### src/rtl/kd_run_sequencer.sv
// Command scheduler for KD_top: queues NTT/INTT requests and runs each one as an
// active phase followed by its Done phase. Optional watchdog: KD_SEQ_TIMEOUT_EN.
module kd_run_sequencer #(
    parameter int FIFO_DEPTH  = 4,
    parameter int IDLE_GAP    = 2,
    parameter int TIMEOUT_CYC = 16384
) (
    input  logic       clk,
    input  logic       rst,
    input  logic       cmd_valid,
    output logic       cmd_ready,
    input  logic [3:0] cmd_op,
    input  logic       cmd_kd,
    output logic [3:0] run_mode,
    output logic       kd_mode,
    input  logic [1:0] done_flag,
    output logic       busy,
    output logic       rsp_valid,
    output logic [3:0] rsp_op,
    output logic [1:0] rsp_err
);
    localparam int AW = (FIFO_DEPTH > 1) ? $clog2(FIFO_DEPTH) : 1;
    localparam int GW = $clog2(IDLE_GAP + 1) + 1;

    typedef enum logic [2:0] {IDLE, SETUP, RUN, DONE, REPORT, GAP} state_t;
    state_t state, state_nxt;

    logic [4:0]    mem [FIFO_DEPTH];
    logic [AW-1:0] wr_ptr, rd_ptr;
    logic [AW:0]   count;
    logic          full, empty, push, pop;
    logic [3:0]    head_op, cur_op, run_mode_nxt, rsp_op_nxt;
    logic          head_kd, rsp_set, timeout;
    logic [1:0]    rsp_err_nxt;
    logic [GW-1:0] gap_cnt;

    function automatic logic is_legal(input logic [3:0] op, input logic kd);
        case (op)
            4'd1, 4'd3, 4'd7, 4'd9: return !kd;
            4'd5, 4'd11:            return kd;
            default:                return 1'b0;
        endcase
    endfunction

    assign full      = (count == (AW+1)'(FIFO_DEPTH));
    assign empty     = (count == '0);
    assign cmd_ready = !full;
    assign push      = cmd_valid && !full;
    assign busy      = (state != IDLE) || !empty;
    assign {head_kd, head_op} = mem[rd_ptr];

    always_ff @(posedge clk) begin
        if (push) mem[wr_ptr] <= {cmd_kd, cmd_op};
    end

    always_ff @(posedge clk or negedge rst) begin
        if (!rst) begin
            wr_ptr <= '0;
            rd_ptr <= '0;
            count  <= '0;
        end else begin
            if (push) wr_ptr <= wr_ptr + 1'b1;
            if (pop)  rd_ptr <= rd_ptr + 1'b1;
            if (push && !pop)      count <= count + 1'b1;
            else if (!push && pop) count <= count - 1'b1;
        end
    end

`ifdef KD_SEQ_TIMEOUT_EN
    // Per-phase watchdog, restarted whenever RUN or DONE is entered.
    logic [14:0] tmo_cnt;
    always_ff @(posedge clk or negedge rst) begin
        if (!rst)
            tmo_cnt <= '0;
        else if (state_nxt != state && (state_nxt == RUN || state_nxt == DONE))
            tmo_cnt <= '0;
        else if (state == RUN || state == DONE)
            tmo_cnt <= tmo_cnt + 1'b1;
    end
    assign timeout = (tmo_cnt == 15'(TIMEOUT_CYC));
`else
    assign timeout = 1'b0;
`endif

    always_comb begin
        state_nxt   = state;
        pop         = 1'b0;
        rsp_set     = 1'b0;
        rsp_err_nxt = 2'd0;
        rsp_op_nxt  = cur_op;
        case (state)
            IDLE: if (!empty) begin
                pop = 1'b1;
                if (is_legal(head_op, head_kd)) begin
                    state_nxt = SETUP;
                end else begin
                    rsp_set     = 1'b1;
                    rsp_err_nxt = 2'd1;
                    rsp_op_nxt  = head_op;
                end
            end
            SETUP: state_nxt = RUN;
            RUN: begin
                if (done_flag == 2'b01) begin
                    state_nxt = DONE;
                end else if (timeout) begin
                    state_nxt   = REPORT;
                    rsp_set     = 1'b1;
                    rsp_err_nxt = 2'd2;
                end
            end
            DONE: begin
                if (done_flag == 2'b10) begin
                    state_nxt = REPORT;
                    rsp_set   = 1'b1;
                end else if (timeout) begin
                    state_nxt   = REPORT;
                    rsp_set     = 1'b1;
                    rsp_err_nxt = 2'd2;
                end
            end
            REPORT:  state_nxt = (IDLE_GAP == 0) ? IDLE : GAP;
            GAP:     if (gap_cnt >= GW'(IDLE_GAP)) state_nxt = IDLE;
            default: state_nxt = IDLE;
        endcase

        // run_mode is registered from the next state so KD_top sees a clean code.
        case (state_nxt)
            RUN:     run_mode_nxt = cur_op;
            DONE:    run_mode_nxt = cur_op + 4'd1;
            default: run_mode_nxt = 4'd0;
        endcase
    end

    always_ff @(posedge clk or negedge rst) begin
        if (!rst) begin
            state     <= IDLE;
            cur_op    <= 4'd0;
            kd_mode   <= 1'b0;
            run_mode  <= 4'd0;
            rsp_valid <= 1'b0;
            rsp_op    <= 4'd0;
            rsp_err   <= 2'd0;
            gap_cnt   <= '0;
        end else begin
            state     <= state_nxt;
            run_mode  <= run_mode_nxt;
            rsp_valid <= rsp_set;
            if (rsp_set) begin
                rsp_op  <= rsp_op_nxt;
                rsp_err <= rsp_err_nxt;
            end
            // kd_mode is valid throughout SETUP, one cycle ahead of the active code.
            if (pop && state_nxt == SETUP) begin
                cur_op  <= head_op;
                kd_mode <= head_kd;
            end
            gap_cnt <= (state == GAP) ? gap_cnt + 1'b1 : GW'(1);
        end
    end
endmodule

### config.mk
export PLATFORM = sky130hd
export DESIGN_NAME = kd_run_sequencer
export DESIGN_NICKNAME = d
export VERILOG_FILES = /design/src/rtl/kd_run_sequencer.sv
export SDC_FILE = /design/constraint.sdc
export NUM_CORES = 1
export LEC_CHECK = 0
export BUFFER_PORTS_ARGS = -buffer_cell sky130_fd_sc_hd__buf_2
export CORE_MARGIN = 10
export CORE_UTILIZATION = 55
export DETAILED_ROUTE_END_ITERATION = 10
export PLACE_DENSITY = 0.76
export SLEW_MARGIN = 20
export SYNTH_ARGS = -nofsm -noshare
export SYNTH_HDL_FRONTEND = slang
export SYNTH_SLANG_ARGS = --single-unit
export TNS_END_PERCENT = 30
### constraint.sdc
create_clock -name clk -period 2.6 [get_ports clk]
set_input_delay 0.26 -clock clk [delete_from_list [all_inputs] [get_ports clk]]
set_output_delay 0.26 -clock clk [all_outputs]
set_load 0.02 [all_outputs]
==> results of run 1 <==
## flip-flops by register name, indices dropped and copies added (netlist names)
register / flops
state: 3
run_mode: 4
gap_cnt: 3
rd_ptr: 2
rsp_op: 4
count: 3
wr_ptr: 2
mem: 20
kd_mode: 1
rsp_valid: 1
rsp_err: 1
cur_op: 4
## Yosys cell counts
library cell / instances
mux2_2: 11
nand3_1: 2
a21oi_1: 1
clkbuf_2: 1
and2_1: 2
nand2_1: 12
nor4_4: 1
buf_4: 1
fa_1: 1
inv_1: 6
nor2_1: 6
nor3_1: 1
buf_6: 1
conb_1: 1
nor4_1: 1
xor2_1: 4
mux2i_1: 2
nand2b_1: 1
xnor2_1: 4
nor2b_1: 2
ha_1: 7
o31ai_4: 1
and3_1: 6
and3b_1: 1
nand3b_1: 3
and2_0: 1
or2_2: 1
dfrtp_1: 28
edfxtp_1: 20
mux4_1: 3
and3_4: 1
or3b_1: 1
mux4_2: 2
o21ba_2: 1
o21ai_0: 8
a211oi_1: 1
## what timing repair did
item | in CTS | in global routing
endpoints found under the hold margin | 28 | 0
hold buffers | 1 | 0
endpoints found under the setup margin | 0 | 1
## cells in the final DEF, fill, tap and decap left out, types with 3 or more instances in the layout
| master | count |
|---|---|
| dfrtp_1 | 28 |
| buf_2 | 22 |
| edfxtp_1 | 20 |
| nand2_1 | 12 |
| mux2_2 | 11 |
| o21ai_0 | 8 |
| ha_1 | 7 |
| inv_1 | 6 |
| nor2_1 | 6 |
| and3_1 | 6 |
| clkbuf_8 | 5 |
| xor2_1 | 4 |
| xnor2_1 | 4 |
| buf_4 | 4 |
| mux4_1 | 3 |
| nand3b_1 | 3 |
| bufinv_16 | 3 |
## power by group through the flow
stage / sequential, mW / clock, mW / combinational (mW)
floorplan: 1.29 / 0 / 0.826
global placement: 1.24 / 0 / 1.15
detailed placement: 1.26 / 0 / 1.22
CTS: 1.25 / 0.740 / 1.23
global route: 1.28 / 0.770 / 1.34
finish: 1.24 / 0.728 / 1.20
## area by class of cell
type,instances,share of cell area (%)
Sequential cell,48,52.7
Inverter,6,0.912
Clock buffer,5,2.79
Tap cell,48,2.43
Multi-Input combinational cell,89,31.4
Timing Repair Buffer,27,6.08
Clock inverter,3,3.65
## per-stage QoR
| stage | setup WS, ns | cell area, µm² | hold WS (ns) | std cells |
|---|---|---|---|---|
| global placement | 0.218 | 2300 | 0.300 | 217 |
| detailed placement | 0.144 | 2300 | 0.313 | 217 |
| finish | 0.184 | 2470 | 0.171 | 226 |
| global route | 0.0290 | 2470 | 0.156 | 226 |
| floorplan | 0.216 | 2120 | -0.0356 | 146 |
| CTS | 0.107 | 2470 | 0.161 | 226 |
## routing by layer
metal  track usage (%)  vias to the layer above
met4              4.08                        0
li1                  -                      582
met1              13.1                      587
met2              21.7                       35
met5                 0                        -
met3              4.64                        4
## critical path: stages (launching register included)
cell,delay [ns]
dfrtp_1,0.45
mux4_2,0.55
or3b_1,0.38
and3_4,0.18
nor4_4,0.37
mux2_2,0.38
## cells by family after synthesis
logic type,count (synthesis)
AOI/OAI and AO/OA,12
xor gates and xnor gates,8
adders and majority gates,8
buffers and inverters,9
DFF,48
muxes,18
other,1
and+or+nand+nor,42
## worst min path at each step
stage               startpoint    endpoint  cells after the start
CTS                  cmd_op[1]   mem[0][1]                      1
finish               cmd_op[1]   mem[3][1]                      1
global placement           rst  gap_cnt[2]                      1
floorplan                  rst    count[0]                      0
detailed placement         rst  gap_cnt[2]                      1
global route         cmd_op[1]   mem[0][1]                      1
==> metrics.yaml, run 1 <==
synth_cells: 146
yosys.area.top_type: "dfrtp_1"
route.met3.wl_um: 266
synth-compound-area-share_pct: 3.95
reg2reg_depth: 5
final-seq-area_um2: 1300
multi_input_area_um2: 776
p_leak_nw: 1.07
cts_tree: "yes"
track_usage_pct: 12.2
area_growth_pct: 16.3
finalSetupViolCount: 0
firstDrtPassIters: 4
swShare_pct: 34.0
seqPwrFrac_pct: 39.2
grt-ovfl-total: 0
drv.max_cap_violation_count: 0
ir_drop_uv: 750
required_ns: 2.79
syn-num-nets: 164
crit_end: "cur_op[2]"
final_antenna_net_count: 0
min_period_ns: 2.42
switchingPower_mw: 1.08
dr.max_layer_used: "met4"
clock-sinks: 48
critPathLaunchType: "flop"
synth_xor_area_share_pct: 3.30
pin_count: 24
numCtsBuffers: 5
total_power_mw: 3.17
timing.rr.start: "rd_ptr[0]"
finClkSkew_ns: 0.00461
drive_above_1_share_pct: 29.2
synth_top_cell_area_share_pct: 33.0
post_drt_via_cell_ratio: 5.35
worst_pin_slew_ns: 0.623
htree_num_levels: 2
final_util_pct: 66.9
timing.rr.end: "cur_op[2]"
grt_pass1_wl_um: 6240
clk_path_buf_depth: 2
synthSimpleGateAreaFrac_pct: 11.4
p_comb_share_pct: 37.8
post_cts_resized: 0
p_per_area_nw_per_um2: 1280
min_path_type: "in2reg"
die_h_um: 82.1
min_period_over_period_pct: 92.9
p_int_mw: 2.09
worst_skew_pair.late_latency_ns: 0.30
die_area_um2: 6750
grt_pass1_vias: 1319
synth_top_family_by_area: "multiplexers"
maxSlewHeadroom_pct: 58.5
drt_iter0_markers: 58
drc: 0
yosysWarnings: 0
end_kind: "flop"
synth.area.top_cells: "dfrtp_1 (33%), edfxtp_1 (28%), mux2_2 (5.8%), ha_1 (4.1%), mux4_1 (3.7%)"
crit_start: "rd_ptr[0]"
clock_power_share_pct: 23.0
reg2reg_slack_ns: 0.18
synth_area_per_cell_um2: 14.5
clkTransAtPathRegs_ns: 0.09
status: "complete, no violations"
n_fill_cell: 275
synthAdderAreaFrac_pct: 5.07
routedWlPerCell_um: 16.6
grt_max_degree: 29
rsz0062_at_grt: "false"
cts_root_buf: "clkbuf_8"
drv_slew: 0
wirelength_um: 3750
nets: 195
fp-row-count: 22
cp_max_fo: 6
arrival_ns: 2.60
yosysSeqAreaShare_pct: 61.3
n_antenna_cell: 0
synth_mux_area_share_pct: 12.6
m1WireLength_um: 1560
fmax_mhz: 414
synth_seq_cells: 48
yosys.cell_types.count: 36
place_congestion: 0.781
finalHoldViolCount: 0
met2WireLength_um: 1890
post-cts-setup-buffers: 0
tns_ns: 0
criticalPathCategory: "reg2reg"
vias: 1208
initial_core_util_pct: 57.6
dpl.hpwl_um: 2880
portBuffers: 22
die_width_um: 82.1
core_um2: 3690
antenna_found_initial: 0
syn_area_um2: 2120
No activity file was read; power rests on OpenSTA's default activity.
==> run 2, diff against run 1 <==
==> constraint.sdc (replaced) <==
create_clock -name clk -period 2.6 [get_ports clk]
set_input_delay 0.52 -clock clk [delete_from_list [all_inputs] [get_ports clk]]
set_output_delay 0.52 -clock clk [all_outputs]
set_load 0.02 [all_outputs]
==> run 2 against run 1 <==
Clock skew about the same. Hold slack better by 0.053 ns. Setup slack improved by 0.00078 ns. Sequential share of layout area increased by 0.21 points. Count of clock-buffer cells in the layout is the same. Register-to-register slack barely moved. Non-clock buffer count is 1 lower. Highest routed layer unchanged.
==> metrics.yaml, run 2 (synthesis results as in run 1) <==
layout_commonest_cell: "dfrtp_1"
holdWs_ns: 0.225
criticalPathCategory: "reg2reg"
n_antenna_cell: 0
finalHoldViolCount: 0
min_period_ns: 2.42
cts_tree: "yes"
grt_max_degree: 29
place_congestion: 0.781
status: "complete, no violations"
arrival_ns: 2.60
dpl.hpwl_um: 2880
antenna_found_initial: 0
clock-sinks: 48
min_period_over_period_pct: 92.9
grt-ovfl-total: 0
rsz0062_at_grt: "false"
fmax_mhz: 414
hold_buffers: 0
wirelength_um: 3730
maxSlewHeadroom_pct: 58.7
core_um2: 3690
largest_register_ffs: 20
layout_common_cells: "dfrtp_1 (28), buf_2 (22), edfxtp_1 (20)"
finalSetupViolCount: 0
clk_path_buf_depth: 2
post_drt_via_cell_ratio: 5.36
die_h_um: 82.1
required_ns: 2.79
max_flop_register: "mem"
portBuffers: 22
total_power_mw: 3.17
numCtsBuffers: 5
initial_core_util_pct: 57.6
vias: 1206
min_path_type: "in2async"
place_area_um2: 2300
grt_pass1_wl_um: 6220
die_width_um: 82.1
end_kind: "flop"
drv_slew: 0
critPathLaunchType: "flop"
nets: 194
drc: 0
area_growth_pct: 15.8
routedWlPerCell_um: 16.6
p_per_area_nw_per_um2: 1290
ir_drop_uv: 749
firstDrtPassIters: 4
worst_skew_pair.late_latency_ns: 0.30
finClkSkew_ns: 0.00459
cts_root_buf: "clkbuf_8"
drive_above_1_share_pct: 29.4
drt_iter0_markers: 61
track_usage_pct: 12.2
worst_pin_slew_ns: 0.613
fp-row-count: 22
htree_num_levels: 2
drv.max_cap_violation_count: 0
final_antenna_net_count: 0
post_cts_resized: 0
clkTransAtPathRegs_ns: 0.09
cp_max_fo: 6
design_area_um2: 2460
pin_count: 24
p_leak_nw: 1.07
tns_ns: 0
die_area_um2: 6750
post-cts-setup-buffers: 0
grt_pass1_vias: 1316
-- run 2: cell count changes in the layout (fill, tap and decap cells not counted), sizes merged --
cell         change
dlygate4sd3      -1
-- run 2: through the flow --
step / setup WS (ns) / utilization, % / std cells
after floorplan: 0.216 / - / 146
after global placement: 0.218 / 62.3 / 217
after global routing: 0.0290 / 66.7 / 225
after detailed placement: 0.144 / 62.3 / 217
final: 0.184 / 66.7 / 225
after CTS: 0.107 / 66.7 / 225
-- run 2: report_power, final --
group	total (mW)	switching, mW	internal (mW)	leakage, nW
combinational	1.20	0.638	0.559	0.470
sequential	1.24	0.189	1.05	0.517
clock	0.729	0.248	0.481	0.0784
-- run 2: per-layer routing --
layer	vias to the layer above	routed length, µm	track usage (%)
li1	580	-	-
met4	0	24	4.08
met5	-	0	0
met3	2	255	4.54
met1	596	1540	13.1
met2	28	1910	21.7
-- run 2: worst max-delay path, cell delays in order (launching register included) --
cell and delay [ns]:
dfrtp_1 0.45, mux4_2 0.55, or3b_1 0.38, and3_4 0.18
nor4_4 0.37, mux2_2 0.38
-- run 2: final timing paths --
kind | from | endpoint | slack (ns) | cells after the start
min in group clk | cmd_op[1] | mem[3][1] | 0.43 | 1
setup reg to reg | rd_ptr[0] | cur_op[3] | 0.18 | 5
hold reg to reg | rsp_err[0] | rsp_err[0] | 0.49 | 2
max in group asynchronous | rst | count[1] | 1.97 | 1
setup / recovery | rd_ptr[0] | cur_op[3] | 0.18 | 5
hold / removal | rst | gap_cnt[1] | 0.22 | 1
-- run 2: layout make-up --
class                           instances  area, µm²
Clock buffer                            5       68.8
Multi-Input combinational cell         89        776
Sequential cell                        48       1300
Tap cell                               48       60.1
Fill cell                             276       1230
Inverter                                6       22.5
Timing Repair Buffer                   26        140
Clock inverter                          3       90.1
==> run 3, diff against run 2 <==
--- a/config.mk
+++ b/config.mk
@@ -5,11 +5,12 @@
 export SDC_FILE = /design/constraint.sdc
 export NUM_CORES = 1
 export LEC_CHECK = 0
+export ABC_AREA = 1
 export BUFFER_PORTS_ARGS = -buffer_cell sky130_fd_sc_hd__buf_2
 export CORE_MARGIN = 10
 export CORE_UTILIZATION = 55
 export DETAILED_ROUTE_END_ITERATION = 10
-export PLACE_DENSITY = 0.76
+export PLACE_DENSITY = 0.75
 export SLEW_MARGIN = 20
 export SYNTH_ARGS = -nofsm -noshare
 export SYNTH_HDL_FRONTEND = slang
==> run 3 against run 2 <==
Register-to-register slack better by 0.43 ns. Cell area rose by 7.6%. Die area up 9.6%. Sequential share of layout area is 3.8 points lower. Non-clock buffer count is the same. Maximum frequency grew 21%. Setup slack better by 0.43 ns. Combinational power grew 28%. Largest cell class unchanged. Highest routed layer unchanged.
==> metrics.yaml, run 3 <==
worst_pin_slew_ns: 0.615
netlist_top_cells_count: "nand2_1 (66), dfrtp_1 (28), inv_1 (27)"
drt_iter0_markers: 127
fp-row-count: 23
finClkSkew_ns: 0.0109
die_h_um: 86.0
end_kind: "flop"
cts_root_buf: "clkbuf_8"
nets: 293
drv.max_cap_violation_count: 0
post-cts-setup-buffers: 0
vias: 1623
seqPwrFrac_pct: 36.9
initial_core_util_pct: 58.2
layout_commonest_cell: "nand2_1"
synth_edf_count: 20
fin_ws_ns: 0.609
numCtsBuffers: 5
max_flop_register: "mem"
required_ns: 2.79
post_drt_via_cell_ratio: 4.98
die_width_um: 86.0
synth_cells: 247
clock-sinks: 48
p_leak_nw: 1.31
grt_max_degree: 29
grt_pass1_wl_um: 6900
tns_ns: 0
min_path_type: "in2async"
yosysSeqAreaShare_pct: 54.4
synth_top_cell_area_share_pct: 29.3
dp_slack_ns: 0.589
syn-num-nets: 265
criticalPathCategory: "reg2reg"
synth_area_per_cell_um2: 9.69
place_congestion: 0.742
firstDrtPassIters: 4
layout_common_cells: "nand2_1 (66), dfrtp_1 (28), inv_1 (27)"
rsz0062_at_grt: "false"
synth.area.top_cells: "dfrtp_1 (29%), edfxtp_1 (25%), nand2_1 (10%), inv_1 (4.2%), nand3_1 (4.0%)"
synth-async-reset-ratio_pct: 58.3
crit_start: "count[1]"
p_comb_share_pct: 47.0
status: "complete, no violations"
pin_count: 24
final_util_pct: 64.3
critPathLaunchType: "flop"
grt_pass1_vias: 1583
routedWlPerCell_um: 12.6
timing.rr.start: "count[1]"
wirelength_um: 4120
track_usage_pct: 11.5
synth.most_common_cell: "nand2_1"
yosys.cell_types.count: 27
yosysWarnings: 0
drive_above_1_share_pct: 22.8
area_growth_pct: 10.6
clock_power_share_pct: 16.2
maxSlewHeadroom_pct: 59.0
die_area_um2: 7390
p_per_area_nw_per_um2: 1230
grt-ovfl-total: 0
dpl.hpwl_um: 3020
hold_buffers: 0
fmax_mhz: 502
swShare_pct: 42.8
antenna_found_initial: 0
clk_path_buf_depth: 2
arrival_ns: 2.18
final_antenna_net_count: 0
cts_tree: "yes"
yosys.area.top_type: "dfrtp_1"
worst_skew_pair.late_latency_ns: 0.30
finalHoldViolCount: 0
ir_drop_uv: 616
switchingPower_mw: 1.39
portBuffers: 22
min_period_over_period_pct: 76.6
cp_max_fo: 6
drv_slew: 0
htree_num_levels: 2
clkTransAtPathRegs_ns: 0.09
n_antenna_cell: 0
finalSetupViolCount: 0
min_period_ns: 1.99
synth-main-ff-cell: "dfrtp_1"
post_cts_resized: 0
drc: 0
p_int_mw: 1.86
synth_seq_cells: 48
largest_register_ffs: 20
core_um2: 4120
syn_area_um2: 2390
## run 3: final cells by class
cell class / instances / area (µm²)
clock buffers: 6 / 72.6
repair buffers: 26 / 140
flip-flops and latches: 48 / 1300
inverters: 30 / 113
multi-input cells: 164 / 922
fillers: 328 / 1470
well taps: 50 / 62.6
clock inverters: 2 / 35.0
## run 3: critical path: stages (launching register included)
cell and delay [ns]:
dfrtp_1 0.43, nor2_1 0.12, nand2_1 0.07, nand2_1 0.18, inv_1 0.11, ha_1 0.20, inv_1 0.09, fa_1 0.41
mux2_2 0.27
## run 3: kinds of logic (layout without fill, tap and decap cells)
logic type	after synthesis	count (layout)	synth area share [%]
other	1	1	0.157
flip-flops	48	48	54.4
adder cells (fa/ha/maj)	8	8	4.50
buffers and inverters	35	64	7.11
AND/OR/NAND/NOR	137	137	28.0
AO/OA/AOI/OAI	9	9	2.51
multiplexers	1	1	0.470
XOR/XNOR	8	8	2.93
## run 3: layer usage
metal  share of wire (%)  global-route usage [%]  routed length [µm]  vias to the layer above
li1                    -                       -                   -                      847
met1                  45                    13.1                1870                      732
met2                  47                    19.1                1920                       36
met3                 6.2                    4.35                 257                        8
met4                 1.7                    4.34                  71                        0
met5                   0                       0                   0                        -
## run 3: worst paths after layout
path,end,slack [ns],cells after the start
worst min register to register,gap_cnt[0],0.44,1
min in group clk,mem[2][3],0.44,1
worst max-delay path,count[1],0.61,8
max in group asynchronous,wr_ptr[0],1.97,1
worst max register to register,count[1],0.61,8
worst min-delay path,rsp_op[2],0.22,1
## run 3: metrics by stage
step / total power [mW] / instances / hold slack, ns / instance area, µm²
after floorplan: 2.42 / 247 / 0.224 / 2390
after detailed placement: 2.76 / 318 / 0.437 / 2540
final: 3.25 / 326 / 0.219 / 2650
after global routing: 3.52 / 326 / 0.260 / 2650
after global placement: 2.71 / 318 / 0.435 / 2540
after CTS: 3.29 / 326 / 0.238 / 2650
## run 3: power groups by stage
stage               logic, mW  registers (mW)  clock network [mW]
global route             1.73            1.23               0.559
global placement         1.51            1.21                   0
finish                   1.53            1.20               0.526
floorplan                1.16            1.25                   0
CTS                      1.55            1.20               0.538
detailed placement       1.54            1.22                   0
